## src/rtl/util_pulse_meas.sv

```systemverilog
// Measures high/low phase lengths of a synchronous level; one result per high-then-low cycle, 1-cycle registered latency.
// One-deep output register: results that arrive while an unaccepted result is held are dropped and counted in ovr_cnt.
module util_pulse_meas #(
    parameter int CNT_W = 32,
    parameter int OVR_W = 16
) (
    input  logic             clk,
    input  logic             rst,
    input  logic             sig_i,
    input  logic [CNT_W-1:0] cfg_timeout,
    output logic             meas_valid,
    input  logic             meas_ready,
    output logic [CNT_W-1:0] meas_high,
    output logic [CNT_W-1:0] meas_low,
    output logic [2:0]       meas_status,
    output logic [OVR_W-1:0] ovr_cnt
);

    localparam logic [1:0] ST_IDLE = 2'd0;
    localparam logic [1:0] ST_HIGH = 2'd1;
    localparam logic [1:0] ST_LOW  = 2'd2;

    localparam logic [CNT_W-1:0] CNT_MAX  = '1;
    localparam logic [CNT_W-1:0] CNT_ONE  = {{(CNT_W-1){1'b0}}, 1'b1};
    localparam logic [OVR_W-1:0] OVR_MAX  = '1;

    logic             sig_d;
    logic             rise;
    logic             fall;
    logic             tmo_en;
    logic [1:0]       state, state_nxt;
    logic [CNT_W-1:0] hcnt, hcnt_nxt;
    logic [CNT_W-1:0] lcnt, lcnt_nxt;
    logic             sat_h, sat_h_nxt;
    logic             sat_l, sat_l_nxt;
    logic             emit;
    logic [CNT_W-1:0] emit_high;
    logic [CNT_W-1:0] emit_low;
    logic [2:0]       emit_status;
    logic             load;

    assign rise   = sig_i & ~sig_d;
    assign fall   = ~sig_i & sig_d;
    assign tmo_en = (cfg_timeout != '0);

    // Edges take priority over the timeout compare in the same cycle.
    always_comb begin
        state_nxt   = state;
        hcnt_nxt    = hcnt;
        lcnt_nxt    = lcnt;
        sat_h_nxt   = sat_h;
        sat_l_nxt   = sat_l;
        emit        = 1'b0;
        emit_high   = hcnt;
        emit_low    = lcnt;
        emit_status = 3'b000;
        case (state)
            ST_IDLE: begin
                if (rise) begin
                    state_nxt = ST_HIGH;
                    hcnt_nxt  = CNT_ONE;
                    sat_h_nxt = 1'b0;
                end
            end
            ST_HIGH: begin
                if (fall) begin
                    state_nxt = ST_LOW;
                    lcnt_nxt  = CNT_ONE;
                    sat_l_nxt = 1'b0;
                end else if (tmo_en && hcnt == cfg_timeout) begin
                    emit        = 1'b1;
                    emit_low    = '0;
                    emit_status = {1'b1, 1'b0, sat_h};
                    state_nxt   = ST_IDLE;
                end else if (hcnt == CNT_MAX) begin
                    sat_h_nxt = 1'b1;
                end else begin
                    hcnt_nxt = hcnt + CNT_ONE;
                end
            end
            ST_LOW: begin
                if (rise) begin
                    emit        = 1'b1;
                    emit_status = {1'b0, sat_l, sat_h};
                    state_nxt   = ST_HIGH;
                    hcnt_nxt    = CNT_ONE;
                    sat_h_nxt   = 1'b0;
                end else if (tmo_en && lcnt == cfg_timeout) begin
                    emit        = 1'b1;
                    emit_status = {1'b1, sat_l, sat_h};
                    state_nxt   = ST_IDLE;
                end else if (lcnt == CNT_MAX) begin
                    sat_l_nxt = 1'b1;
                end else begin
                    lcnt_nxt = lcnt + CNT_ONE;
                end
            end
            default: state_nxt = ST_IDLE;
        endcase
    end

    assign load = emit && (!meas_valid || meas_ready);

    always_ff @(posedge clk) begin
        if (rst) begin
            sig_d       <= sig_i;
            state       <= ST_IDLE;
            hcnt        <= '0;
            lcnt        <= '0;
            sat_h       <= 1'b0;
            sat_l       <= 1'b0;
            meas_valid  <= 1'b0;
            meas_high   <= '0;
            meas_low    <= '0;
            meas_status <= 3'b000;
            ovr_cnt     <= '0;
        end else begin
            sig_d <= sig_i;
            state <= state_nxt;
            hcnt  <= hcnt_nxt;
            lcnt  <= lcnt_nxt;
            sat_h <= sat_h_nxt;
            sat_l <= sat_l_nxt;
            if (load) begin
                meas_valid  <= 1'b1;
                meas_high   <= emit_high;
                meas_low    <= emit_low;
                meas_status <= emit_status;
            end else if (meas_ready) begin
                meas_valid <= 1'b0;
            end
            // Held result stays untouched; only the drop count moves.
            if (emit && !load && ovr_cnt != OVR_MAX) begin
                ovr_cnt <= ovr_cnt + 1'b1;
            end
        end
    end

endmodule

```

## config.mk

```make
export PLATFORM = sky130hd
export DESIGN_NAME = util_pulse_meas
export DESIGN_NICKNAME = d
export VERILOG_FILES = /design/src/rtl/util_pulse_meas.sv
export SDC_FILE = /design/constraint.sdc
export NUM_CORES = 1
export LEC_CHECK = 0
export ABC_AREA = 1
export CAP_MARGIN = 5
export CORE_MARGIN = 1.5
export CORE_UTILIZATION = 30
export CTS_CLUSTER_DIAMETER = 50
export DETAILED_ROUTE_END_ITERATION = 12
export PLACE_DENSITY = 0.5
export SYNTH_ARGS = -nofsm -noshare
export SYNTH_HDL_FRONTEND = slang
export SYNTH_SLANG_ARGS = --single-unit
```

## constraint.sdc

```tcl
create_clock -name clk -period 2.3 [get_ports clk]
set_input_delay 0.46 -clock clk [delete_from_list [all_inputs] [get_ports clk]]
set_output_delay 0.46 -clock clk [all_outputs]
set_load 0.1 [all_outputs]
```

==> flow_summary_export.csv <==
group,metric,value,unit
cts,cts_tree,"done",
synth,synth_nets,1556,
critical_path,critPathLaunchType,"flip-flop",
critical_path,crit_chain,"buf_4, xnor2_1, nand2_1, nor2_2, nand2_1, nor2_4, nand4_4, nand2_4, nand3_4, buf_6, clkbuf_16, nand2_1, a21oi_1",
synth,syn_area_per_cell,6.20,um^2
place,dpl.hpwl,25.0,mm
synth,ys_warn_count,0,
critical_path,worstPathRequired,2.61,ns
place,placement.io_buffers,119,
synth,syn_area,9380,um^2
synth,netlist_instances,1513,
critical_path,r2r-start,"emit_high[0]$_SDFFE_PP0P_",
cells_and_area,final_nets,1772,
critical_path,path_delay_family,"simple AND/OR/NAND/NOR gates",
sta,layout_setup_ws,0.103,ns
grt,grt_antenna_before_repair,0,
sta,timing.final.crit_share,0.955,
sta,period_needed,2.20,ns
power,leakage,0.00529,uW
synth,seq_area_frac_synth,0.327,
floorplanning,core_area,30700,um^2
grt,track_usage,0.206,
critical_path,cp-end-kind,"flip-flop",
critical_path,crit_type,"reg -> reg",
critical_path,r2r_slack,0.10,ns
cells_and_area,diodes,0,
critical_path,path_buf_inv,3,
detailed_routing,drt_iter0_drc,829,
cells_and_area,area_growth,37.4,%
cts,cts_sinks,153,
critical_path,startpoint,"emit_high[0]$_SDFFE_PP0P_",
sta,fmax,455,MHz
detailed_routing,ant_nets,0,
sta,setup_tns,0,ns
min_path,hold_class,"in -> reg",
critical_path,crit_fanout,10,
grt,overflow,0,
critical_path,max_stage_delay,0.34,ns
detailed_routing,num_vias,10300,
detailed_routing,dr.pass1.iters,5,
synth,ys_ff_latch,153,
floorplanning,die-area,32300,um^2
sta,skew,0.0159,ns
critical_path,crit_path_top_delay_cell,"dfxtp_2",
cts,clockRootBuffer,"clkbuf_16",
cts,cts_max_path_buffers,2,
place,gp_congestion,0.967,
detailed_routing,drt_wl_total,35.8,mm
synth,ys_types,32,
run_status,status,"finished, final reports clean",
detailed_routing,routedWlPerCell,16.7,um
detailed_routing,drc_errors,0,
cts,h-tree-depth,4,
critical_path,cp.arrival,2.51,ns
cells_and_area,fillers,3326,
detailed_routing,viasPerCell,4.81,
sta,hold_viol_final,0,
cts,clk_latency,0.45,ns
grt,grt_pass1_wl,53.3,mm
floorplanning,start_util,0.306,
floorplanning,rows,64,
grt,first_global_vias,9560,
power,peakVddDrop,0.447,mV
critical_path,worstSetupEndpoint,"meas_low[5]$_SDFFE_PP0P_",
cts,cts_buffers,17,
grt,grt_max_degree,71,
critical_path,worst_r2r_path_depth,13,
cells_and_area,final_layout_size_suffix_gt1_frac,0.212,
critical_path,reg2reg_to,"meas_low[5]$_SDFFE_PP0P_",
sta,finalMaxSlewViolations,0,
floorplanning,die_w,180,um
critical_path,cp_num_cells,13,
flow_run,timing.max_cap.violations,0,
floorplanning,die_y,180,um
power,cellPowerDensity,610,nW/um^2
cells_and_area,final_common_cell,"nand2_1",
sta,setup_viol,0,
cells_and_area,layout_common_cells,"nand2_1, buf_4, nor2_1",
place,dp_slack,-0.573,ns
critical_path,crit_top_cell,"nand2_1",
sta,slew_headroom,0.658,
floorplanning,num_io_pins,120,
sta,worstMarginPinSlew,0.509,ns
cts,hold_buffers,0,
cts,clkTransAtPathRegs,0.07,ns
==> synthesized netlist by cell type (all sizes together) <==
cell | count | area [um^2]
nor3 | 53 | 275
nor4 | 13 | 87.6
o21bai | 11 | 82.6
buf | 39 | 218
nand3b | 1 | 7.51
o21ai | 15 | 75.1
xor2 | 49 | 429
ha | 7 | 87.6
dfxtp | 153 | 3060
xnor2 | 34 | 298
or2 | 3 | 18.8
nand2 | 467 | 1760
a21oi | 132 | 661
clkinv | 1 | 3.75
inv | 169 | 634
a221oi | 1 | 8.76
clkbuf | 47 | 176
nand4 | 74 | 478
a211oi | 1 | 7.51
o211ai | 1 | 7.51
nor2 | 186 | 703
nand3 | 56 | 293
==> where the power goes <==
| group | internal [uW] | leakage, uW | switching (uW) |
|---|---|---|---|
| logic | 754 | 0.00375 | 1300 |
| registers | 2710 | 0.00125 | 45.8 |
| clock network | 1770 | 0.000292 | 1280 |
| total | 5240 | 0.00529 | 2620 |
==> routing by layer <==
layer	wire length (um)	track usage	vias to the layer above	share of wire
met1	16700	0.280	4702	0.47
met5	0	0	-	0
met3	1960	0.0300	45	0.055
li1	-	-	5229	-
met2	16400	0.340	303	0.46
met4	761	0.0570	0	0.021
==> per-stage QoR <==
stage	utilization	cell area [um^2]	std cells	hold WS, ns	total power [uW]
global placement	0.378	11600	2083	0.454	4490
floorplan	-	9380	1513	0.432	3780
detailed placement	0.378	11600	2083	0.457	4490
CTS	0.399	12300	2116	0.413	7570
finish	0.420	12900	2138	0.417	7860
global route	0.420	12900	2138	0.425	8210
==> worst register-to-register path, stage by stage (launching register included) <==
cell	delay, ns
dfxtp_2	0.34
buf_4	0.16
xnor2_1	0.15
nand2_1	0.08
nor2_2	0.15
nand2_1	0.12
nor2_4	0.17
nand4_4	0.13
nand2_4	0.12
nand3_4	0.15
buf_6	0.19
clkbuf_16	0.18
nand2_1	0.07
a21oi_1	0.06
==> layout make-up <==
class	instances	area, um^2	area share
flip-flops and latches	153	3100	0.241
well taps	396	495	0.0385
multi-input cells	1104	5470	0.425
clock inverters	13	169	0.0131
inverters	170	651	0.0505
clock buffers	19	453	0.0352
repair buffers	283	2540	0.197
==> state kept, by name, summed over array words and instances, names as in the netlist <==
name / flops
meas_valid: 1
meas_status: 3
ovr_cnt: 16
sat_h: 1
meas_high: 32
lcnt: 32
meas_low: 32
state: 2
sig_d: 1
sat_l: 1
emit_high: 32
==> timing repair <==
item                       4_1_cts  5_1_grt
cloned                           1       11
setup endpoints to repair      109      149
gates resized for setup         32      101
buffers inserted                 0       11
pin swaps                        1       15
==> cell families (layout without fill, tap and decap cells) <==
| logic type | after synthesis | in the layout | synth area share |
|---|---|---|---|
| XOR/XNOR | 83 | 83 | 0.0775 |
| AND/OR/NAND/NOR | 853 | 853 | 0.386 |
| adder cells (fa/ha/maj) | 7 | 7 | 0.00934 |
| flip-flops | 153 | 153 | 0.327 |
| AO/OA/AOI/OAI | 161 | 161 | 0.0898 |
| buffers and inverters | 256 | 485 | 0.110 |
==> worst min-delay path by stage <==
| stage | depth (start not counted) | slack, ns | end | startpoint |
|---|---|---|---|---|
| final | 2 | 0.42 | lcnt[0]$_SDFFE_PP0P_ | rst |
| after CTS | 2 | 0.41 | lcnt[0]$_SDFFE_PP0P_ | rst |
| after global routing | 2 | 0.42 | lcnt[0]$_SDFFE_PP0P_ | rst |
| after floorplan | 2 | 0.43 | sat_l$_SDFFE_PP0P_ | sat_l$_SDFFE_PP0P_ |
| after detailed placement | 2 | 0.46 | meas_low[15]$_SDFFE_PP0P_ | meas_low[15]$_SDFFE_PP0P_ |
| after global placement | 2 | 0.45 | meas_high[9]$_SDFFE_PP0P_ | meas_high[9]$_SDFFE_PP0P_ |
(Power assumes the default switching activity.)
